<file path="config.mk">
export PLATFORM = sky130hd
export DESIGN_NAME = dsdac_reg_writer
export DESIGN_NICKNAME = d
export VERILOG_FILES = /design/src/rtl/dsdac_reg_writer.sv
export SDC_FILE = /design/constraint.sdc
export NUM_CORES = 1
export LEC_CHECK = 0
export ABC_AREA = 1
export BUFFER_PORTS_ARGS = -buffer_cell sky130_fd_sc_hd__buf_2
export CORE_ASPECT_RATIO = 0.9
export CORE_MARGIN = 8
export CORE_UTILIZATION = 55
export CTS_BUF_LIST = sky130_fd_sc_hd__clkbuf_16
export DETAILED_ROUTE_END_ITERATION = 16
export PLACE_DENSITY = 0.91
export SETUP_SLACK_MARGIN = 0.4
export SYNTH_ARGS = -nofsm -noshare
export SYNTH_HDL_FRONTEND = slang
export SYNTH_SLANG_ARGS = --single-unit
</file>
<file path="constraint.sdc">
create_clock -name clk -period 3.1 [get_ports clk]
set_input_delay 0.93 -clock clk [delete_from_list [all_inputs] [get_ports clk]]
set_output_delay 0.93 -clock clk [all_outputs]
set_load 0.02 [all_outputs]
</file>
<file path="src/rtl/dsdac_reg_writer.sv">
// Host-side transmitter for the delta-sigma DAC byte-wide register-write port.
// Optional echo acknowledge with timeout is enabled by defining ECHO_ACK_EN.
module dsdac_reg_writer #(
  parameter int unsigned SETUP_CYCLES = 2,
  parameter int unsigned HOLD_CYCLES  = 4,
  parameter int unsigned ECHO_TIMEOUT = 255
) (
  input  logic        clk,
  input  logic        reset,
  input  logic        req_valid,
  output logic        req_ready,
  input  logic [2:0]  req_addr,
  input  logic [15:0] req_data,
  output logic [7:0]  data_out,
  output logic [2:0]  addr_out,
  output logic        data_part_out,
  output logic        echo_out,
  input  logic        echo_in,
  output logic        busy,
  output logic        ack_timeout
);

  localparam int unsigned SH_MAX  = (SETUP_CYCLES > HOLD_CYCLES) ? SETUP_CYCLES : HOLD_CYCLES;
  localparam int unsigned CNT_MAX = (SH_MAX > ECHO_TIMEOUT) ? SH_MAX : ECHO_TIMEOUT;
  localparam int unsigned CW      = $clog2(CNT_MAX + 1);

  localparam logic [CW-1:0] SETUP_LD = CW'(SETUP_CYCLES - 1);
  localparam logic [CW-1:0] HOLD_LD  = CW'(HOLD_CYCLES - 1);

  typedef enum logic [2:0] {
    IDLE,
    LO_SETUP,
    LO_HOLD,
    HI_SETUP,
    HI_HOLD
`ifdef ECHO_ACK_EN
    , ECHO_WAIT
`endif
  } state_t;

  state_t        state_q, state_d;
  logic [CW-1:0] cnt_q, cnt_d;
  logic [7:0]    hi_q, hi_d;
  logic [7:0]    data_d;
  logic [2:0]    addr_d;
  logic          dp_d;
  logic          rdy_d;

`ifdef ECHO_ACK_EN
  localparam logic [CW-1:0] TO_LD = CW'(ECHO_TIMEOUT - 1);
  logic [1:0] echo_sync_q;
  logic       echo_d;
  logic       ack_d;
`endif

  always_ff @(posedge clk) begin
    if (reset) begin
      state_q       <= IDLE;
      cnt_q         <= '0;
      hi_q          <= '0;
      data_out      <= '0;
      addr_out      <= '0;
      data_part_out <= 1'b1;
      req_ready     <= 1'b1;
      busy          <= 1'b0;
    end else begin
      state_q       <= state_d;
      cnt_q         <= cnt_d;
      hi_q          <= hi_d;
      data_out      <= data_d;
      addr_out      <= addr_d;
      data_part_out <= dp_d;
      req_ready     <= rdy_d;
      busy          <= ~rdy_d;
    end
  end

`ifdef ECHO_ACK_EN
  always_ff @(posedge clk) begin
    if (reset) begin
      echo_sync_q <= '0;
      echo_out    <= 1'b0;
      ack_timeout <= 1'b0;
    end else begin
      echo_sync_q <= {echo_sync_q[0], echo_in};
      echo_out    <= echo_d;
      ack_timeout <= ack_d;
    end
  end
`else
  logic unused_echo_in;
  assign unused_echo_in = echo_in;
  assign echo_out       = 1'b0;
  assign ack_timeout    = 1'b0;
`endif

  always_comb begin
    state_d = state_q;
    cnt_d   = cnt_q;
    hi_d    = hi_q;
    data_d  = data_out;
    addr_d  = addr_out;
    dp_d    = data_part_out;
    rdy_d   = req_ready;
`ifdef ECHO_ACK_EN
    echo_d  = echo_out;
    ack_d   = 1'b0;
`endif
    case (state_q)
      IDLE: begin
        rdy_d = 1'b1;
        dp_d  = 1'b1;
        if (req_valid && req_ready) begin
          hi_d    = req_data[15:8];
          data_d  = req_data[7:0];
          addr_d  = req_addr;
          rdy_d   = 1'b0;
          cnt_d   = SETUP_LD;
          state_d = LO_SETUP;
        end
      end
      LO_SETUP: begin
        if (cnt_q == '0) begin
          dp_d    = 1'b0;
          cnt_d   = HOLD_LD;
          state_d = LO_HOLD;
        end else begin
          cnt_d = cnt_q - 1'b1;
        end
      end
      LO_HOLD: begin
        if (cnt_q == '0) begin
          data_d  = hi_q;
          cnt_d   = SETUP_LD;
          state_d = HI_SETUP;
        end else begin
          cnt_d = cnt_q - 1'b1;
        end
      end
      HI_SETUP: begin
        if (cnt_q == '0) begin
          dp_d    = 1'b1;
`ifdef ECHO_ACK_EN
          echo_d  = ~echo_out;
`endif
          cnt_d   = HOLD_LD;
          state_d = HI_HOLD;
        end else begin
          cnt_d = cnt_q - 1'b1;
        end
      end
      HI_HOLD: begin
        if (cnt_q == '0) begin
`ifdef ECHO_ACK_EN
          cnt_d   = TO_LD;
          state_d = ECHO_WAIT;
`else
          rdy_d   = 1'b1;
          state_d = IDLE;
`endif
        end else begin
          cnt_d = cnt_q - 1'b1;
        end
      end
`ifdef ECHO_ACK_EN
      // Match wins over timeout when both happen in the same cycle.
      ECHO_WAIT: begin
        if (echo_sync_q[1] == echo_out) begin
          rdy_d   = 1'b1;
          state_d = IDLE;
        end else if (cnt_q == '0) begin
          rdy_d   = 1'b1;
          ack_d   = 1'b1;
          state_d = IDLE;
        end else begin
          cnt_d = cnt_q - 1'b1;
        end
      end
`endif
      default: begin
        rdy_d   = 1'b1;
        state_d = IDLE;
      end
    endcase
  end

endmodule
</file>
After elaboration in Yosys (flattened, before gate mapping)
Cells that the tools add are included.
{ "word_totals": {"wordCells": 53, "regBits": 33, "output_inout_bits": 16} }
{ "op_classes": {"bitwise_logic": 1, "add_sub_neg": 1, "n_eq_ne": 10, "reduce_logical": 13, "mux": 20} }
{ "ops": {"columns": ["operator", "n"], "rows": [
  ["8-bit 2-to-1 mux", 6],
  ["8-bit case mux with 4 select lines", 1],
  ["8-bit case mux with 2 select lines", 1],
  ["3-bit 2-to-1 mux", 5],
  ["3-bit case mux with 5 select lines", 1],
  ["2-bit inequality test (second input constant)", 6],
  ["3-bit AND reduction", 3],
  ["8-bit zero test", 1],
  ["8-bit by 1-bit subtractor with 8-bit output (second input constant)", 1],
  ["3-bit by 2-bit equality test with 1-bit output (second input constant)", 2],
  ["1-bit case mux with 3 select lines", 2],
  ["5-bit AND reduction", 1],
  ["1-bit 2-to-1 mux", 4],
  ["4-bit nonzero test", 1],
  ["3-bit by 1-bit equality test with 1-bit output (second input constant)", 1],
  ["3-bit equality test (second input constant)", 1],
  ["3-bit zero test", 1],
  ["3-bit nonzero test", 1],
  ["3-bit OR reduction", 1],
  ["2-bit AND reduction", 1],
  ["2-bit nonzero test", 1],
  ["2-bit OR reduction", 1],
  ["1-bit logical AND", 1],
  ["1-bit inverter", 1]
]} }

Logic depth before layout (Yosys ltp)
Gate-level depths: netlist of run 1.
{ "depth": {"word_depth": 4, "mapped_depth": 10, "ltp_nobuf": 10} }

Worst setup path after synthesis of run 1
Ideal clock, no wire load.
{ "synth_path": {"kind": "input to register", "from": "input port req_valid", "to": "register cnt_q[2]", "setup_time_ns": 0.110, "t_arrival_ns": 1.573, "setup_slack_ns": 1.417, "path_stages": 9, "required_ns": 2.990, "cell_sequence": "nand2_1 -> nand3_2 -> nand2_1 -> inv_2 -> nand2_4 -> nor2_1 -> nand2_1 -> nand2_1 -> nor2_1"} }
{ "synth_via": {"elab_chain_cells": 3} }
{ "synth_lines": {"columns": ["item", "line_no", "rtl"], "rows": [
  ["start, declared", "10", "input logic req_valid,"],
  ["1-bit logical AND", "113", "if (req_valid && req_ready) begin"],
  ["2-bit inequality test (no source line)", null, null],
  ["3-bit AND reduction (no source line)", null, null],
  ["end signal, assigned", "68", "cnt_q <= cnt_d;"],
  ["end, declared", "42", "logic [CW-1:0] cnt_q, cnt_d;"]
]} }
No other way between the ends.
A chain may end at the register's enable or synchronous reset.

Worst setup path after layout of run 1
{ "layout_path": {"from": "input port req_valid", "to": "register data_out[7]"} }
{ "layout_via": {"elab_chain_cells": 3} }
{ "layout_lines": {"columns": ["item", "line_no", "rtl"], "rows": [
  ["1-bit logical AND", "113", null],
  ["2-bit inequality test (no source line)", null, null],
  ["3-bit AND reduction (no source line)", null, null],
  ["end signal, assigned", "70", "data_out <= data_d;"],
  ["end, declared", "14", "output logic [7:0] data_out,"]
]} }
No other way between the ends.

==> results of run 1 <==
registers in the layout, indices dropped and copies added (netlist names):
name / cells
addr_out: 3
busy: 1
cnt_q: 8
data_out: 8
data_part_out: 1
hi_q: 8
req_ready: 1
state_q: 3
worst max-delay path: cells and delay by family:
kind	cells	cell delay [ns]
AO/OA/AOI/OAI	1	0.27
buffers and inverters	3	0.30
AND/OR/NAND/NOR	4	0.60
cell usage in the layout (no fill, tap or decap):
cell | netlist | final
nor3_1 | 1 | 1
ha_1 | 1 | 1
inv_2 | 4 | 4
nand4_1 | 1 | 1
a21oi_1 | 21 | 21
a21boi_0 | 1 | 1
nand2_1 | 45 | 45
nand2_4 | 1 | 1
nor2_2 | 4 | 4
o21ai_1 | 1 | 1
o21ai_0 | 33 | 33
nand3_2 | 3 | 3
o21ai_4 | 1 | 1
nor2_1 | 35 | 35
nand2_2 | 3 | 3
clkinv_1 | 0 | 1
conb_1 | 1 | 2
nand3_1 | 10 | 10
nor2_4 | 1 | 1
bufinv_16 | 0 | 1
clkinvlp_4 | 0 | 1
inv_1 | 31 | 31
buf_2 | 2 | 35
clkbuf_16 | 0 | 5
dfxtp_1 | 33 | 33
buf_4 | 2 | 1
stage by stage:
| stage | utilization, % | setup WS [ns] | area, um2 |
|---|---|---|---|
| 2_1_floorplan | - | 1.42 | 1610 |
| 3_3_place_gp | 65.0 | 0.891 | 1800 |
| 3_5_place_dp | 65.0 | 0.886 | 1800 |
| 4_1_cts | 71.0 | 1.16 | 1970 |
| 5_1_grt | 71.0 | 0.965 | 1970 |
| 6_report | 71.0 | 1.16 | 1970 |
per-layer routing:
layer	global-route usage [%]	share of wire [%]	up-vias
met5	0	0	-
met4	6.98	1.4	0
met3	7.54	7.2	6
met2	27.3	45	53
met1	18.6	47	709
li1	-	-	819
synth_stat cells (2+ instances only):
library cell  number  area share, %
a21oi_1           21            6.6
nor2_1            35            8.2
nand3_1           10            3.1
nand3_2            3            1.9
buf_4              2           0.94
dfxtp_1           33             41
clkbuf_1           2           0.47
nand2_2            3            1.2
o21ai_0           33             10
inv_1             31            7.3
inv_2              4           0.94
nand2_1           45             11
buf_2              2           0.62
nor2_2             4            1.6
power breakdown:
group	switching, mW	leakage (nW)	internal, mW	total, mW
Clock	0.178	0.0775	0.375	0.554
Combinational	0.836	0.605	0.389	1.22
Sequential	0.103	0.272	0.602	0.705
cells by family after synthesis:
group | count (synthesis) | synth area share (%)
adder cells (fa/ha/maj) | 1 | 0.781
AO/OA/AOI/OAI | 57 | 18.7
AND/OR/NAND/NOR | 104 | 28.6
buffers and inverters | 42 | 10.5
flip-flops | 33 | 41.2
other | 1 | 0.234
area by class of cell:
type                            instances  area, um2  area share [%]
Clock inverter                          3       41.3            2.10
Inverter                               35        131            6.68
Multi-Input combinational cell        164        777            39.5
Timing Repair Buffer                   36        183            9.28
Clock buffer                            5        125            6.36
Tap cell                               40       50.0            2.54
Sequential cell                        33        661            33.6
worst min path at each step:
stage | from | to | cells after the start
4_1_cts | addr_out[2]$_SDFFE_PP0P_ | addr_out[2]$_SDFFE_PP0P_ | 2
3_3_place_gp | addr_out[0]$_SDFFE_PP0P_ | addr_out[0]$_SDFFE_PP0P_ | 2
2_1_floorplan | hi_q[7]$_SDFFE_PP0P_ | hi_q[7]$_SDFFE_PP0P_ | 2
6_report | addr_out[2]$_SDFFE_PP0P_ | addr_out[2]$_SDFFE_PP0P_ | 2
3_5_place_dp | addr_out[1]$_SDFFE_PP0P_ | addr_out[1]$_SDFFE_PP0P_ | 2
5_1_grt | hi_q[4]$_SDFFE_PP0P_ | hi_q[4]$_SDFFE_PP0P_ | 2
==> results_dict.tcl, run 1 <==
set metrics [dict create \
    crit_end "data_out[7]$_SDFFE_PP0P_" \
    ys_async_sr_fraction_pct 0 \
    startpoint_type "input port" \
    syn_to_final_growth_pct 22.8 \
    syn_inst 238 \
    fin_nets 299 \
    grt_antenna_before_repair 0 \
    vias 1587 \
    timing.rr.end "data_out[7]$_SDFFE_PP0P_" \
    fill_cells 248 \
    post-cts-setup-buffers 0 \
    setup_viol 0 \
    hold_path_class "flip-flop to flip-flop" \
    dp_hpwl_um 2720 \
    critical_path.max_stage_delay_ns 0.34 \
    ant_nets 0 \
    yosysSeqAreaShare_pct 41.2 \
    grt_pass1_vias 1425 \
    status "completed" \
    finalHoldViolCount 0 \
    initial_core_util_pct 57.9 \
    wl_per_cell_um 11.8 \
    totalPowerFinal_mw 2.48 \
    ys_warn_count 0 \
    io_buffers 35 \
    grt_max_degree 25 \
    ys_ff_latch 33 \
    peakVddDrop_uv 709 \
    groute.usage.overall_pct 16.7 \
    clock_latency_ns 0.28 \
    clockBufferDepth 2 \
    io_pins 39 \
    ctsHoldBuffers 0 \
    grt_pass1_wl_um 6250 \
    fmax_ghz 0.515 \
    cap_violations 0 \
    endpoint_kind "flip-flop" \
    cpMaxStageDelayCell "nand3_2" \
    post-route-period-util_pct 62.6 \
    cts_root_buf "clkbuf_16" \
    drt_first_pass_iters 4 \
    skew_ns 0.00287 \
    wirelength_um 3740 \
    vias_per_cell 5.02 \
    finalMaxSlewViolations 0 \
    num_rows 18 \
    cp.required_ns 3.27 \
    numCtsBuffers 5 \
    netlist_area_um2 1600 \
    holdWs_ns 0.444 \
    antenna-diode-count 0 \
    htreeDepth 2 \
    avgSynthCellArea_um2 6.73 \
    drtIter0Drc 187 \
    grt_overflow_total 0 \
    fin_setup_tns_ns 0 \
    gp_congestion 0.855 \
    p_leak_nw 0.954 \
    yosysUniqueCellTypes 24 \
    drc 0 \
    dieArea_um2 4900 \
    dp_cells 308 \
    core_um2 2770 \
    rsz0062_at_grt "no" \
    path_max_fanout 24 \
    synth-edff-count 0 \
    fin_cells 316 \
    cts_tree "yes" \
    min_period_ns 1.94 \
    synth_flop_cell "dfxtp_1" \
    crit_top_cell "nor2_1" \
    die_x_um 72.9 \
    reg2reg_depth 9 \
    clock_sinks 33 \
    cts.repair.resized 0 \
    path_class "input port to flip-flop" \
    startpoint "req_valid" \
    die_h_um 67.2 \
    crit-reg2reg-launch "cnt_q[0]$_SDFFE_PP0P_" \
    drive_above_1_share_pct 21.7 \
    r2r_setup_slack_ns 1.44 \
    critical_path_arrival_ns 2.11 \
    p_per_area_nw_per_um2 1260 \
    path_cells "buf_2 -> nand2_1 -> inv_1 -> nand3_2 -> o21ai_4 -> inv_2 -> nor2_1 -> nor2_1" \
    clkTransAtPathRegs_ns 0.05 \
]
No activity file was read; power rests on OpenSTA's default activity.
==> inputs of run 2 (changes only) <==
ABC_AREA = 0   (was 1)
CORE_UTILIZATION = 52   (was 55)
PLACE_DENSITY = 0.87   (was 0.91)
clock period = 2 ns   (was 3.1 ns; I/O delays follow)
==> results_dict.tcl, run 2 <==
set metrics [dict create \
    synth_top_cell_area_share_pct 40.6 \
    clockBufferDepth 2 \
    die_x_um 74.9 \
    top_regs "cnt_q x8, data_out x8, hi_q x8" \
    groute.usage.overall_pct 16.7 \
    place_ws_ns 0.220 \
    vias 1582 \
    io_buffers 35 \
    cp.required_ns 2.20 \
    grt_max_degree 20 \
    grt_pass1_wl_um 6880 \
    min_period_ns 1.69 \
    fin_nets 256 \
    dp_hpwl_um 2660 \
    clock_sinks 33 \
    finalHoldViolCount 0 \
    clock_latency_ns 0.27 \
    grt_pass1_vias 1465 \
    drtIter0Drc 145 \
    status "completed" \
    fmax_ghz 0.593 \
    mostFrequentLayoutCells "buf_2 (35), dfxtp_1 (27), nand2_1 (25), a21oi_1 (17), buf_4 (15)" \
    rsz0062_at_grt "yes" \
    p_leak_nw 0.879 \
    dieArea_um2 5170 \
    layout_commonest_cell "buf_2" \
    peakVddDrop_uv 1130 \
    fin_setup_tns_ns 0 \
    wl_per_cell_um 16.9 \
    gp_congestion 0.886 \
    grt_antenna_before_repair 0 \
    drive_above_1_share_pct 40.3 \
    core_um2 3020 \
    clkTransAtPathRegs_ns 0.05 \
    finalMaxSlewViolations 0 \
    synth.area.top_cells "dfxtp_1 (41%), mux2i_1 (7.4%), a21oi_1 (5.9%)" \
    ys_async_sr_fraction_pct 0 \
    worstMarginPinSlew_ns 0.465 \
    final_util_pct 73.0 \
    yosys-top-cells-count "dfxtp_1 (33), nand2_1 (25), a21oi_1 (19)" \
    skew_ns 0.00434 \
    syn_to_final_growth_pct 35.6 \
    post-route-period-util_pct 84.3 \
    wirelength_um 4650 \
    syn_inst 186 \
    synth_flop_cell "dfxtp_1" \
    totalPowerFinal_mw 4.02 \
    hold_path_class "flip-flop to flip-flop" \
    yosysMostFrequentCell "dfxtp_1" \
    drt_first_pass_iters 4 \
    avgSynthCellArea_um2 8.74 \
    numCtsBuffers 5 \
    yosysTopAreaCell "dfxtp_1" \
    drc 0 \
    holdWs_ns 0.450 \
    yosysUniqueCellTypes 42 \
    num_rows 19 \
    startpoint_type "flip-flop" \
    initial_core_util_pct 53.8 \
    ctsHoldBuffers 0 \
    critical_path_arrival_ns 1.89 \
    endpoint_kind "flip-flop" \
    ys_ff_latch 33 \
    setup_ws_ns 0.313 \
    cts_tree "yes" \
    die_h_um 69.0 \
    setup_viol 0 \
    synth-edff-count 0 \
    cts_root_buf "clkbuf_16" \
    ys_warn_count 0 \
    cap_violations 0 \
    slew-limit-headroom_pct 68.2 \
    htreeDepth 2 \
    io_pins 39 \
    path_max_fanout 8 \
    antenna-diode-count 0 \
    p_per_area_nw_per_um2 1820 \
    vias_per_cell 5.75 \
    ant_nets 0 \
    yosysSeqAreaShare_pct 40.6 \
    grt_overflow_total 0 \
    path_class "flip-flop to flip-flop" \
    netlist_area_um2 1630 \
]
-- run 2: cell types whose count changed in the layout (fill, tap and decap cells not counted), moves of 6 or more --
cell / before / now
a211oi_2: 0 / 8
buf_4: 1 / 15
dfxtp_1: 33 / 27
inv_1: 31 / 5
mux2i_1: 0 / 12
nand2_1: 45 / 25
nor2_1: 35 / 6
nor3_1: 1 / 12
o21ai_0: 33 / 1
-- run 2: critical path, stage by stage (launching register included) --
cell and delay [ns]:
dfxtp_4 0.36, inv_4 0.04, ha_4 0.15, nor3b_4 0.14, buf_6 0.14, a21o_4 0.23
a2111oi_4 0.35, mux2i_1 0.20
-- run 2: routing by layer --
layer / vias up / track usage, % / routed length [um]
met2: 59 / 27.4 / 2430
met5: - / 0 / 0
met4: 0 / 6.74 / 102
li1: 761 / - / -
met3: 12 / 4.34 / 238
met1: 750 / 19.7 / 1880
-- run 2: worst paths after layout --
kind / startpoint / endpoint / slack [ns] / depth (start not counted)
setup / recovery: cnt_q[0]$_SDFFE_PP0P_ / cnt_q[3]$_SDFFE_PP0P_ / 0.31 / 7
hold / removal: addr_out[0]$_SDFFE_PP0P_ / addr_out[0]$_SDFFE_PP0P_ / 0.45 / 2
setup reg to reg: cnt_q[0]$_SDFFE_PP0P_ / cnt_q[3]$_SDFFE_PP0P_ / 0.31 / 7
hold reg to reg: addr_out[0]$_SDFFE_PP0P_ / addr_out[0]$_SDFFE_PP0P_ / 0.45 / 2
-- run 2: layout make-up --
| type | count | area, um2 |
|---|---|---|
| well taps | 42 | 52.6 |
| fillers | 218 | 815 |
| multi-input cells | 132 | 975 |
| repair buffers | 54 | 333 |
| clock inverters | 3 | 13.8 |
| inverters | 6 | 27.5 |
| flip-flops and latches | 33 | 678 |
| clock buffers | 5 | 125 |
-- run 2: kinds of logic after synthesis --
group | synth area share [%]
compound gates | 19.9
xor+xnor | 0.539
fa+ha+maj | 0.770
buf+inv | 6.77
flops | 40.6
mux | 7.39
other cells | 0.231
simple gates | 23.7
-- run 2: report_power, final --
group	switching, mW	internal, mW	total [mW]	leakage, nW
clock	0.271	0.451	0.722	0.0748
combinational	1.21	0.963	2.18	0.529
sequential	0.219	0.901	1.12	0.274
-- run 2: metrics by stage --
step | std cells | area, um2
CTS | 273 | 2120
floorplan | 187 | 1680
global route | 275 | 2200
global placement | 254 | 1840
detailed placement | 254 | 1840
finish | 275 | 2200
-- run 2: timing repair --
action                     4_1_cts  5_1_grt
pin swaps                       14        7
resized for setup               14       16
setup buffers                   11        2
setup endpoints to repair       28       32
